<file path="config.mk">
export PLATFORM = sky130hd
export DESIGN_NAME = imem_loader
export DESIGN_NICKNAME = d
export VERILOG_FILES = /design/src/rtl/imem_loader.sv
export SDC_FILE = /design/constraint.sdc
export NUM_CORES = 1
export LEC_CHECK = 0
export BUFFER_PORTS_ARGS = -buffer_cell sky130_fd_sc_hd__buf_2
export CORE_MARGIN = 8
export CORE_UTILIZATION = 30
export DETAILED_ROUTE_END_ITERATION = 12
export PLACE_DENSITY = 0.54
export SLEW_MARGIN = 30
export SYNTH_ARGS = -nofsm -noshare
export SYNTH_HDL_FRONTEND = slang
export SYNTH_SLANG_ARGS = --single-unit
export TNS_END_PERCENT = 5
</file>
<file path="constraint.sdc">
create_clock -name clk -period 2.93 [get_ports clk]
set_clock_uncertainty 0.05 [all_clocks]
set_input_delay 0.1465 -clock clk [delete_from_list [all_inputs] [get_ports clk]]
set_output_delay 0.1465 -clock clk [all_outputs]
set_load 0.1 [all_outputs]
</file>
<file path="src/rtl/imem_loader.sv">
// imem_loader: assembles a little-endian byte stream into 32-bit words and writes them to instruction memory
// Ports: clk, rst (sync, active-low); start/len begin a load; byte_valid/byte_data/byte_ready stream in bytes;
// mem_we/mem_addr/mem_wdata write instruction memory; cpu_hold keeps the CPU in reset until done;
// busy/done/err report status. Define IMEM_LOADER_CHECKSUM_EN to require a trailing XOR checksum byte.
module imem_loader #(
  parameter logic [31:0] BASE_ADDR = 32'h0000_0000,
  parameter int MAX_WORDS = 256,
  parameter int CNT_W = 16
) (
  input  logic             clk,
  input  logic             rst,
  input  logic             start,
  input  logic [CNT_W-1:0] len,
  input  logic             byte_valid,
  input  logic [7:0]       byte_data,
  output logic             byte_ready,
  output logic             mem_we,
  output logic [31:0]      mem_addr,
  output logic [31:0]      mem_wdata,
  output logic             cpu_hold,
  output logic             busy,
  output logic             done,
  output logic             err
);
  typedef enum logic [2:0] {
    IDLE, RECV, WRITE, DONE
`ifdef IMEM_LOADER_CHECKSUM_EN
    , CSUM, ERR
`endif
  } state_t;
`ifdef IMEM_LOADER_CHECKSUM_EN
  localparam state_t FIN = CSUM;
`else
  localparam state_t FIN = DONE;
`endif
  localparam logic [CNT_W-1:0] MAXW = CNT_W'(MAX_WORDS);
  state_t state, nxt;
  logic [1:0] bcnt;
  logic [CNT_W-1:0] widx, eff_len, len_cap;
  logic [23:0] acc;
  logic idle_like, take, last;
  assign len_cap = len > MAXW ? MAXW : len;
  assign take = byte_valid && byte_ready;
  assign last = widx + CNT_W'(1) == eff_len;
  assign mem_we = state == WRITE;
  assign cpu_hold = state != DONE;
  assign done = state == DONE;
`ifdef IMEM_LOADER_CHECKSUM_EN
  logic [7:0] csum;
  assign err = state == ERR;
  assign busy = state == RECV || state == WRITE || state == CSUM;
`else
  assign err = 1'b0;
  assign busy = state == RECV || state == WRITE;
`endif
  always_comb begin
    nxt = state;
    idle_like = state == IDLE || state == DONE;
    byte_ready = state == RECV;
`ifdef IMEM_LOADER_CHECKSUM_EN
    idle_like = idle_like || state == ERR;
    byte_ready = byte_ready || state == CSUM;
`endif
    case (state)
      RECV: nxt = take && bcnt == 2'd3 ? WRITE : RECV;
      WRITE: nxt = last ? FIN : RECV;
`ifdef IMEM_LOADER_CHECKSUM_EN
      CSUM: nxt = take ? (byte_data == csum ? DONE : ERR) : CSUM;
`endif
      default: nxt = idle_like && start ? (len_cap == '0 ? FIN : RECV) : state;
    endcase
  end
  // acc shifts bytes in from the top so after three bytes it holds {b2,b1,b0}
  always_ff @(posedge clk) begin
    if (!rst) begin
      state <= IDLE;
      bcnt <= '0;
      widx <= '0;
      eff_len <= '0;
      acc <= '0;
      mem_addr <= '0;
      mem_wdata <= '0;
`ifdef IMEM_LOADER_CHECKSUM_EN
      csum <= '0;
`endif
    end else begin
      state <= nxt;
      if (idle_like && start) begin
        eff_len <= len_cap;
        widx <= '0;
        bcnt <= '0;
`ifdef IMEM_LOADER_CHECKSUM_EN
        csum <= '0;
`endif
      end
      if (state == RECV && take) begin
        bcnt <= bcnt + 2'd1;
        acc <= {byte_data, acc[23:8]};
`ifdef IMEM_LOADER_CHECKSUM_EN
        csum <= csum ^ byte_data;
`endif
        if (bcnt == 2'd3) begin
          mem_wdata <= {byte_data, acc};
          mem_addr <= BASE_ADDR + (32'(widx) << 2);
        end
      end
      if (state == WRITE) widx <= widx + CNT_W'(1);
    end
  end
endmodule
</file>
After elaboration in Yosys (flattened, before gate mapping)
Index checks and enable logic that the tools add are counted.
Storage, ports and cells
  output and inout port bits: 70
  register bits after elaboration: 109
  word-level logic and storage cells: 38
Operators by class
  add/sub/neg operators: 2
  eq/ne operators: 6
  reduce and logical (&&, ||, !) cells: 12
  mux-type cells: 10
  $lt $le $gt $ge: 1
Operator list (number)
  $mux W16: 3
  $add A16 B1 Y16 const B: 1
  $eq A16 B16 Y1: 1
  $gt A16 B9 Y1 const B: 1
  $logic_not A16 Y1: 1
  $mux W2: 5
  $eq A3 B2 Y1 const B: 2
  $pmux W3 S2: 1
  $logic_and A1 B1 Y1: 4
  $reduce_bool A2 Y1: 2
  $eq A3 B1 Y1 const B: 1
  $logic_not A3 Y1: 1
  $mux W3: 1
  $ne A3 B2 Y1 const B: 1
  $reduce_bool A3 Y1: 1
  $add A2 B1 Y2 const B: 1
  $eq A2 B2 Y1 const B: 1
  $logic_or A1 B1 Y1: 2
  $reduce_and A2 Y1: 1

Depth between registers and ports, before layout
Gate-level depths: netlist (run 1).
  depth after elaboration: 6
  depth in mapped cells: 9

Worst setup path before layout (run 1)
OpenSTA, ideal clock, no wires.
  path type: reg2reg
  from: register state[0]
  to: register mem_addr[13]
  arrival time: 2.303 ns
  data required time: 2.748 ns
  cell stages (with the launch flop): 9
  path buffers: 3
  slack: 0.445 ns
  path through: dfxtp_1 ha_1 and2_1 clkbuf_1 nand2_1 buf_2 buf_1 nand2_1 a21oi_1
Between the ends
  cells in the longest elaborated chain, start to end: 4
RTL lines
  start: declaration: line 37  | state_t state, nxt;
  start signal: assignment: line 87  | state <= nxt;
  $eq A3 B1 Y1 (*): line 59  | byte_ready = state == RECV;
  via byte_ready: line 16  | output logic byte_ready,
  $logic_and A1 B1 Y1: line 43  | assign take = byte_valid && byte_ready;
  $logic_and A1 B1 Y1 (*): line 96  | if (state == RECV && take) begin
  $reduce_and A2 Y1 (no source line) (*)
  end signal: assignment: line 104  | mem_addr <= BASE_ADDR + (32'(widx) << 2);
  end: declaration: line 18  | output logic [31:0] mem_addr,
The timed path passes the listed nets; every way through them passes the cells marked *.
A chain may end at the register's enable or synchronous reset.

Worst setup path in the final report (run 1)
  from: register widx[0]
  to: register state[1]
Between the ends
  cells in the longest elaborated chain, start to end: 4
RTL lines
  start: declaration: line 39  | logic [CNT_W-1:0] widx, eff_len, len_cap;
  start signal: assignment: line 107  | if (state == WRITE) widx <= widx + CNT_W'(1);
  $add A16 B1 Y16: line 44  | assign last = widx + CNT_W'(1) == eff_len;
  $eq A16 B16 Y1: line 44
  $mux W2: line 66  | WRITE: nxt = last ? FIN : RECV;
  $pmux W3 S2: line 64  | case (state)
No other way between the ends.

==> impl_results.md, run 1 <==
- Outcome: complete, no violations
- VDD IR max: 0.000304 V
- Placed cell areas: 5220 um^2
- Reg2reg path depth: 6
- Crit Path Category: reg2reg
- Vias in the first global route: 4052
- CP Max Fanout: 8
- Layout Nets: 680
- RePlAce Congestion: 0.814
- # setup viols final: 0
- Via count: 4110
- Inst Count DP: 845
- Die width: 142 um
- Share of cells above drive strength 1: 17.5%
- Bufs on Longest Clock Path: 2
- Mean post-synth cell area: 8.10 um^2
- Async S/R FF share, synth: 0%
- HPWL Detailed: 9.48 mm
- Min-Delay Path Depth: 3
- Starting Density: 30.2%
- Ant. Diodes: 0
- Worst EP arrival: 2.34 ns
- Largest net degree at the start of global routing: 50
- Max-slew violations: 0
- Area Overhead vs Synth: 17.8%
- Ys flop type: dfxtp_1
- Power per cell area: 660 nW/um^2
- Gates resized, CTS repair: 0
- ANT nets after route: 0
- Mapped cell area: 4730 um^2
- Wire per inst: 14.9 um
- Unique masters post-synth: 54
- Synth warnings: 0
- Global Route Usage Sum: 12.9%
- Post-synth EDFFs: 0
- Core area: 15700 um^2
- Slew headroom: 43.0%
- Clk slew on worst S/H paths: 0.07 ns
- Design Power: 3.68 mW
- Flop-to-flop setup slack: 0.81 ns
- Largest cells by area after synthesis: dfxtp_1, nand2_1, a21oi_1, buf_4, a21boi_0
- CP endpoint kind: flop
- Clock Latency Late Sink: 0.35 ns
- LEAKAGE: 2.16 nW
- Initial DRC count: 189
- Post-layout minimum cycle time: 2.12 ns
- DRT Pass-1 Iters: 4
- Fraction of the cycle the final worst path needs: 72.3%
- First-pass GRT wire length: 20.9 mm
- Register area share after synthesis: 45.7%
- Type of the worst min-delay path: in2reg
- Number of top-level pins: 98
- FILL cells: 1690
- Cells after Synth: 584
- Final Hold Violating Endpoints: 0
- Setup crit start kind: flop
- Top-area cell type share of the netlist area: 45.7%
- Number of I/O port buffers: 80
- CTS root buffer: clkbuf_16
- Max H-tree Level: 3
- Max_cap viols: 0
- Setup_tns: 0 ns
- Largest area contributor in the netlist: dfxtp_1
- Seq cells post-synth: 108
- Num CTS Buffers: 9
- CTS tree: done
- Antenna violations before repair: 0
- Die Area: 20100 um^2
- Clk sinks: 108
- Chip height: 142 um
- CP required: 3.15 ns
- Final wirelength: 12.9 mm
- Via density: 4.74
- Grt total ovfl: 0
- Post-route cell area: 5580 um^2
- Tightest Pin Transition: 0.852 ns
- DRC violations left: 0
- Fmax: 472 MHz
- Layout Cells excl Fill: 867
- Unrepaired setup endpoints after global routing: false
- Row cnt: 46
[per-stage QoR]
stage,util (%),hold slack (ns),worst slack (ns)
floorplan,-,0.233,0.445
global placement,33.4,0.364,0.858
detailed placement,33.4,0.367,0.795
CTS,35.6,0.00445,0.794
global route,35.6,0.0240,0.539
finish,35.6,0.0201,0.812
[worst max-delay path, stage by stage, from the launching register on]
cell and delay, ns:
dfxtp_1 0.48, ha_1 0.33, and3_1 0.31, nand4_1 0.23, nor3b_1 0.25, o2111ai_1 0.13
o31ai_1 0.25
[area by class of cell]
type	count	area [um^2]	share of cell area (%)
clock inverters	5	43.8	0.785
inverters	8	30.0	0.539
multi-input cells	423	2280	41.0
well taps	216	270	4.85
clock buffers	10	239	4.29
repair buffers	97	546	9.78
flip-flops and latches	108	2160	38.8
[cell usage after synthesis, types with 4 or more instances]
| cell type | instances |
|---|---|
| nand2_1 | 160 |
| dfxtp_1 | 108 |
| a21oi_1 | 70 |
| clkbuf_1 | 25 |
| buf_4 | 18 |
| a21boi_0 | 13 |
| and3_1 | 13 |
| nand3_1 | 11 |
| nor2b_1 | 11 |
| xnor2_1 | 11 |
| buf_2 | 10 |
| o21ai_0 | 10 |
| xor2_1 | 9 |
| a22oi_1 | 8 |
| and2_1 | 8 |
| inv_1 | 8 |
| nor2_1 | 7 |
| buf_1 | 6 |
| nand4_1 | 6 |
| nor4_1 | 6 |
| ha_1 | 5 |
| nor3_1 | 5 |
| a211oi_1 | 4 |
| a21o_1 | 4 |
| o211ai_1 | 4 |
| o31ai_1 | 4 |
[path summary, 6_finish.rpt]
| check | startpoint | endpoint |
|---|---|---|
| hold reg to reg | mem_wdata[0] | mem_wdata[0] |
| hold / removal | byte_data[7] | mem_wdata[31] |
| setup / recovery | widx[0] | state[1] |
| setup reg to reg | widx[0] | state[1] |
[cell families after synthesis]
group           synth area share, %
buf+inv                        7.35
flops                          45.7
compound gates                 17.7
other cells                  0.0792
fa+ha+maj                      1.32
xor+xnor                       3.70
simple gates                   23.6
mux                           0.634
[where the power goes]
part / switching, mW / internal, mW
combinational: 0.746 / 0.205
clock: 0.564 / 0.608
sequential: 0.0446 / 1.51
[metal layers]
metal  global-route usage, %  up-vias  wire length, um
met5                       0        -                0
met4                    4.52        0              212
met2                    23.0       79             6560
li1                        -     2067                -
met1                    14.3     1945             5460
met3                    3.90       19              677
[cells in the final DEF, fill, tap and decap left out, drive strengths merged, types with 10 or more instances in the layout]
cell type,instances
nand2,160
dfxtp,108
buf,90
a21oi,70
conb,17
a21boi,13
and3,13
nand3,11
xnor2,11
nor2b,11
inv,11
o21ai,10
clkbuf,10
[state kept, by name, summed over array words and instances (netlist names)]
| signal | flops |
|---|---|
| eff_len | 16 |
| widx | 16 |
| bcnt | 2 |
| mem_addr | 16 |
| state | 2 |
| acc | 24 |
| mem_wdata | 32 |
[timing repair]
action | 4_1_cts | 5_1_grt
hold endpoints to repair | 8 | 0
hold buffers | 7 | 0
buffers inserted | 0 | 0
Power figures use the tool's default switching activity.
==> run 2: changes to the inputs <==
- clock period: 2.93 -> 2.15 ns (I/O delays scaled with it)
==> impl_results.md, run 2 (synthesis gave the netlist of run 1 again) <==
- Post-route cell area: 5810 um^2 (+4.2%)
- # setup viols final: 0 (unchanged)
- VDD IR max: 0.000446 V (+47%)
- Grt total ovfl: 0 (unchanged)
- CP endpoint kind: flop
- Most frequent cells in the layout: nand2_1, dfxtp_1, buf_2, a21oi_1, buf_4
- Worst path top cell family by delay: simple AND/OR/NAND/NOR gates
- HPWL Detailed: 9.26 mm (-2.3%)
- Placed cell areas: 5340 um^2 (+2.2%)
- Bufs on Longest Clock Path: 2 (unchanged)
- Starting Density: 30.2% (unchanged)
- FF-to-FF Start: widx[3]
- Inst Count DP: 858 (+1.5%)
- Design Power: 5.15 mW (+40%)
- Flip-flop count of the largest register after layout: 32 (unchanged)
- LEAKAGE: 2.27 nW (+4.9%)
- Worst-path cell chain: nand4_1 -> nor2_1 -> mux2i_1 -> o311ai_0 -> o31ai_1
- CP max-delay cell: dfxtp_1
- Area Overhead vs Synth: 22.7%
- CP required: 2.33 ns (-0.82 ns)
- Reg2reg path depth: 5 (-1)
- Unrepaired setup endpoints after global routing: false
- Max-slew violations: 0 (unchanged)
- Layout Nets: 703 (+3.4%)
- Fraction of the cycle the final worst path needs: 92.7% (+20 points)
- Outcome: complete, no violations
- Row cnt: 46 (unchanged)
- Die width: 142 um (unchanged)
- Setup crit start kind: flop
- RePlAce Congestion: 0.872 (+7.2%)
- Via count: 4175 (+1.6%)
- Tightest Pin Transition: 0.558 ns (-0.294 ns)
- Bufs and invs on worst path: 0 (unchanged)
- Share of cells above drive strength 1: 19.7% (+2.2 points)
- Pre-CTS setup slack: 0.191 ns (-0.604 ns)
- Crit Path Category: reg2reg
- Global Route Usage Sum: 12.9% (-0.047 points)
- Via density: 4.69 (-1.2%)
- CTS tree: done
- Ant. Diodes: 0 (unchanged)
- Slew headroom: 62.5% (+19 points)
- Power per cell area: 886 nW/um^2 (+34%)
- Critical Path End: state[1]
- Antenna violations before repair: 0 (unchanged)
- Max H-tree Level: 3 (unchanged)
- Clk slew on worst S/H paths: 0.07 ns (about the same)
- CP Max Fanout: 10 (+2)
- Final worst slack: 0.158 ns (-0.654 ns)
- Worst Setup SP: widx[3]
- Final Hold Violating Endpoints: 0 (unchanged)
- Chip height: 142 um (unchanged)
- Fmax: 502 MHz (+6.3%)
- Number of top-level pins: 98 (unchanged)
- DRT Pass-1 Iters: 4 (unchanged)
- R2r endpoint: state[1]
- Largest register by flop count: mem_wdata
- Worst EP arrival: 2.17 ns (-0.17 ns)
- ANT nets after route: 0 (unchanged)
- DRC violations left: 0 (unchanged)
- Layout Cells excl Fill: 891 (+2.8%)
- Most common cell after layout, fill and taps aside: nand2_1
- First-pass GRT wire length: 20.8 mm (about the same)
- Largest registers: mem_wdata x32, acc x24
- Post-layout minimum cycle time: 1.99 ns (-0.126 ns)
- Worst path depth: 5 (-1)
- Setup_tns: 0 ns (unchanged)
- Core area: 15700 um^2 (unchanged)
- Wire per inst: 14.3 um (-4.1%)
- Final wirelength: 12.7 mm (-1.4%)
- Flop-to-flop setup slack: 0.16 ns (-0.65 ns)
- Type of the worst min-delay path: in2reg
- Vias in the first global route: 4135 (+2.0%)
- Initial DRC count: 178 (-5.8%)
- Clk sinks: 108 (unchanged)
- Die Area: 20100 um^2 (unchanged)
- CP max stage delay: 0.50 ns (+0.02 ns)
- CTS root buffer: clkbuf_16
- Max_cap viols: 0 (unchanged)
- Largest net degree at the start of global routing: 42 (-16%)
- Clock Latency Late Sink: 0.36 ns (about the same)
- Num CTS Buffers: 9 (unchanged)
- Number of I/O port buffers: 80 (unchanged)
run 2: cell types whose count changed in the layout (fill, tap and decap cells not counted), moves of 2 or more:
cell | before | now
buf_4 | 10 | 23
clkinv_2 | 0 | 2
clkinv_4 | 2 | 0
dlygate4sd3_1 | 7 | 17
ha_1 | 5 | 2
ha_2 | 0 | 2
inv_6 | 3 | 1
inv_8 | 0 | 2
run 2: layout make-up:
type	instances	area, um^2
clock buffers	11	253
fillers	1675	9850
flip-flops and latches	108	2160
clock inverters	5	41.3
multi-input cells	423	2300
inverters	8	33.8
repair buffers	120	743
well taps	216	270
run 2: timing repair:
action / in CTS / in global routing
gates resized for setup: 0 / 2
hold buffers: 17 / 0
setup buffers: 0 / 0
endpoints found under the setup margin: 0 / 1
hold endpoints to repair: 23 / 0
run 2: worst min-delay path, delay by kind of cell:
| family | cells | cell delay (ns) |
|---|---|---|
| and+or+nand+nor | 1 | 0.08 |
| AOI/OAI and AO/OA | 1 | 0.07 |
| buffers and inverters | 1 | 0.12 |
run 2: worst min path at each step:
stage	startpoint	endpoint	slack, ns	depth (start not counted)
global route	start	state[0]	0.08	3
global placement	byte_data[0]	mem_wdata[24]	0.32	3
finish	start	state[0]	0.04	3
floorplan	byte_data[6]	mem_wdata[30]	0.19	2
detailed placement	byte_data[0]	mem_wdata[24]	0.33	3
CTS	start	state[0]	0.02	3
run 2: report_power, final:
part / leakage (nW) / internal, mW / switching, mW
clock: 0.150 / 0.866 / 0.763
combinational: 1.25 / 0.365 / 1.05
sequential: 0.871 / 2.06 / 0.0461
total: 2.27 / 3.29 / 1.86
run 2: layer usage:
metal / vias up / track usage (%) / share of wire [%]
li1: 2114 / - / -
met1: 1964 / 14.5 / 42
met2: 81 / 22.8 / 51
met3: 16 / 3.56 / 5.5
met4: 0 / 4.80 / 1.7
met5: - / 0 / 0
run 2: per-stage QoR:
step / util (%) / hold WS (ns)
finish: 37.1 / 0.0356
global route: 37.1 / 0.0848
CTS: 37.1 / 0.0205
detailed placement: 34.1 / 0.328
global placement: 34.1 / 0.323
floorplan: - / 0.194
==> run 3: changes to the inputs <==
- ABC_AREA: not set -> 1
- CAP_MARGIN: not set -> 5
==> impl_results.md, run 3 <==
- ANT nets after route: 0 (unchanged)
- Ys flop type: dfxtp_1
- Post-route cell area: 5830 um^2 (+0.41%)
- CTS tree: done
- Slew headroom: 65.1% (+2.6 points)
- Synth cell count leaders: nand2_1, dfxtp_1, a21oi_1, nor2_1, inv_1
- Max Used Layer: met4
- # setup viols final: 0 (unchanged)
- Final Hold Violating Endpoints: 0 (unchanged)
- P_sw: 1.14 mW (-39%)
- Number of top-level pins: 98 (unchanged)
- Final wirelength: 12.8 mm (+0.44%)
- Largest cells by area after synthesis: dfxtp_1, nand2_1, a21oi_1, nor2_1, o21ai_0
- Grt total ovfl: 0 (unchanged)
- WL met3: 668 um (-4.3%)
- Area Overhead vs Synth: 24.5%
- Mean post-synth cell area: 7.00 um^2 (-14%)
- Hold WS: 0.0766 ns (+0.0410 ns)
- Share of cells above drive strength 1: 17.2% (-2.5 points)
- Row cnt: 45 (-2.2%)
- Comb power frac: 9.8% (-18 points)
- Fraction of the cycle the final worst path needs: 92.0% (-0.65 points)
- Most instantiated library cell after synthesis: nand2_1
- Seq cells post-synth: 108 (unchanged)
- Post-layout minimum cycle time: 1.98 ns (-0.0140 ns)
- RePlAce Congestion: 0.811 (-7.0%)
- Starting Density: 30.7% (+0.47 points)
- Register area share after synthesis: 46.2% (+0.48 points)
- VDD IR max: 0.000342 V (-23%)
- Setup crit start kind: flop
- Clk sinks: 108 (unchanged)
- HPWL Detailed: 9.08 mm (-1.9%)
- Clock Latency Late Sink: 0.35 ns (about the same)
- CTS root buffer: clkbuf_16
- Clk slew on worst S/H paths: 0.08 ns (about the same)
- Net Sw Frac: 27.1% (-9.0 points)
- CP Max Fanout: 14 (+4)
- Unrepaired setup endpoints after global routing: false
- Cells after Synth: 669 (+15%)
- Wire per inst: 13.0 um (-8.7%)
- Largest area contributor in the netlist: dfxtp_1
- Sequential share of power: 49.3% (+8.4 points)
- Vias in the first global route: 4117 (-0.44%)
- Clock power share: 40.8% (+9.1 points)
- Core area: 15300 um^2 (-2.5%)
- Die Area: 19900 um^2 (-0.92%)
- Bufs on Longest Clock Path: 2 (unchanged)
- Type of the worst min-delay path: in2reg
- Largest register by flop count: mem_wdata
- Placed cell areas: 5310 um^2 (-0.61%)
- Initial DRC count: 259 (+46%)
- Crit Path Category: reg2reg
- Antenna violations before repair: 0 (unchanged)
- Hold EP: eff_len[8]
- Max-slew violations: 0 (unchanged)
- CP endpoint kind: flop
- Unique masters post-synth: 29 (-46%)
- Most frequent cells in the layout: nand2_1, dfxtp_1, buf_2, a21oi_1, nor2_1
- Fmax: 506 MHz (+0.71%)
- Largest net degree at the start of global routing: 63 (+50%)
- Reg2reg path depth: 7 (+2)
- CP required: 2.38 ns (+0.05 ns)
- Int Power: 3.06 mW (-7.0%)
- Power per cell area: 720 nW/um^2 (-19%)
- Flop-to-flop setup slack: 0.17 ns (about the same)
- Layout Nets: 797 (+13%)
- Number of I/O port buffers: 80 (unchanged)
- Via count: 4366 (+4.6%)
- Largest registers: mem_wdata x32, acc x24
- First-pass GRT wire length: 20.8 mm (-0.30%)
- DRC violations left: 0 (unchanged)
- Post-synth EDFFs: 0 (unchanged)
- Ant. Diodes: 0 (unchanged)
- LEAKAGE: 2.41 nW (+6.1%)
- Tightest Pin Transition: 0.522 ns (-0.0360 ns)
- Max_cap viols: 0 (unchanged)
- Num CTS Buffers: 9 (unchanged)
- Worst EP arrival: 2.21 ns (+0.04 ns)
- Metal2 WL: 5.24 mm (-19%)
- Routed length on met1: 6.73 mm (+25%)
- Design Power: 4.20 mW (-18%)
- Min-Delay Path Depth: 4 (+1)
- Outcome: complete, no violations
- Synth warnings: 0 (unchanged)
- Most common cell after layout, fill and taps aside: nand2_1
- Async S/R FF share, synth: 0% (unchanged)
- DRT Pass-1 Iters: 4 (unchanged)
- Hold Startpoint: len[9]
- Top-area cell type share of the netlist area: 46.2% (+0.48 points)
- R2r endpoint: widx[8]
- FF-to-FF Start: state[0]
- Chip height: 141 um (-0.46%)
- Via density: 4.46 (-4.9%)
- Mapped cell area: 4680 um^2 (-1.0%)
- Max H-tree Level: 3 (unchanged)
- Die width: 141 um (-0.46%)
- Global Route Usage Sum: 12.9% (-0.019 points)
- Flip-flop count of the largest register after layout: 32 (unchanged)
-- run 3: cell types whose count changed after synthesis, moves of 9 or more --
cell and change:
buf_2 -9, inv_1 +40, nand3_1 +28, nand2_1 +30, nor2b_1 -11, a21boi_0 -13, xnor2_1 -11, and3_1 -13
nor2_1 +68, o21ai_0 +34
-- run 3: worst max path at each step --
stage                              end  slack, ns      from
after floorplan           mem_addr[15]     -0.008  state[1]
after global placement        state[1]       0.17   widx[1]
final                          widx[8]       0.17  state[0]
after detailed placement      state[1]       0.14   widx[1]
after global routing          state[1]      0.002   widx[0]
after CTS                     state[1]       0.11   widx[1]
-- run 3: timing repair --
action	4_1_cts	5_1_grt
hold buffers	16	0
buffers inserted	0	3
endpoints found under the hold margin	24	0
resized for setup	0	7
endpoints found under the setup margin	0	1
-- run 3: worst max-delay path: stages (launching register included) --
cell,delay (ns)
dfxtp_1,0.37
inv_1,0.08
ha_2,0.25
buf_4,0.22
nor2_1,0.44
buf_4,0.29
nand2_1,0.06
a21oi_1,0.14
-- run 3: area by class of cell --
type                    count  area [um^2]
inverters                  50          188
repair buffers            113          726
clock inverters             7         83.8
fillers                  1642         9430
clock buffers               9          225
multi-input cells         482         2170
well taps                 211          264
flip-flops and latches    108         2170
-- run 3: metal layers --
metal	vias to the layer above	global-route usage, %
met5	-	0
met4	0	3.79
met3	11	3.27
met2	108	18.4
met1	1937	18.5
li1	2310	-
-- run 3: cells by family after synthesis --
kind of cell             after synthesis  synth area share (%)
AO/OA/AOI/OAI                        125                  13.7
XOR/XNOR                               1                 0.187
adder cells (fa/ha/maj)                5                  1.34
buffers and inverters                 96                  9.08
flip-flops                           108                  46.2
other                                  1                0.0801
AND/OR/NAND/NOR                      333                  29.5
-- run 3: power groups by stage --
stage	sequential, mW	clock, mW	combinational [mW]
floorplan	2.11	0	0.325
global placement	2.12	0	0.393
detailed placement	2.12	0	0.391
CTS	2.07	1.77	0.414
global route	2.08	1.85	0.450
finish	2.07	1.71	0.412
-- run 3: per-stage QoR --
stage,std cells,TNS (ns),setup WS [ns],utilization (%)
after global placement,944,0,0.174,34.8
after detailed placement,944,0,0.138,34.8
after global routing,980,0,0.00222,38.2
after CTS,976,0,0.107,37.9
final,980,0,0.172,38.2
after floorplan,685,-0.0165,-0.00827,-
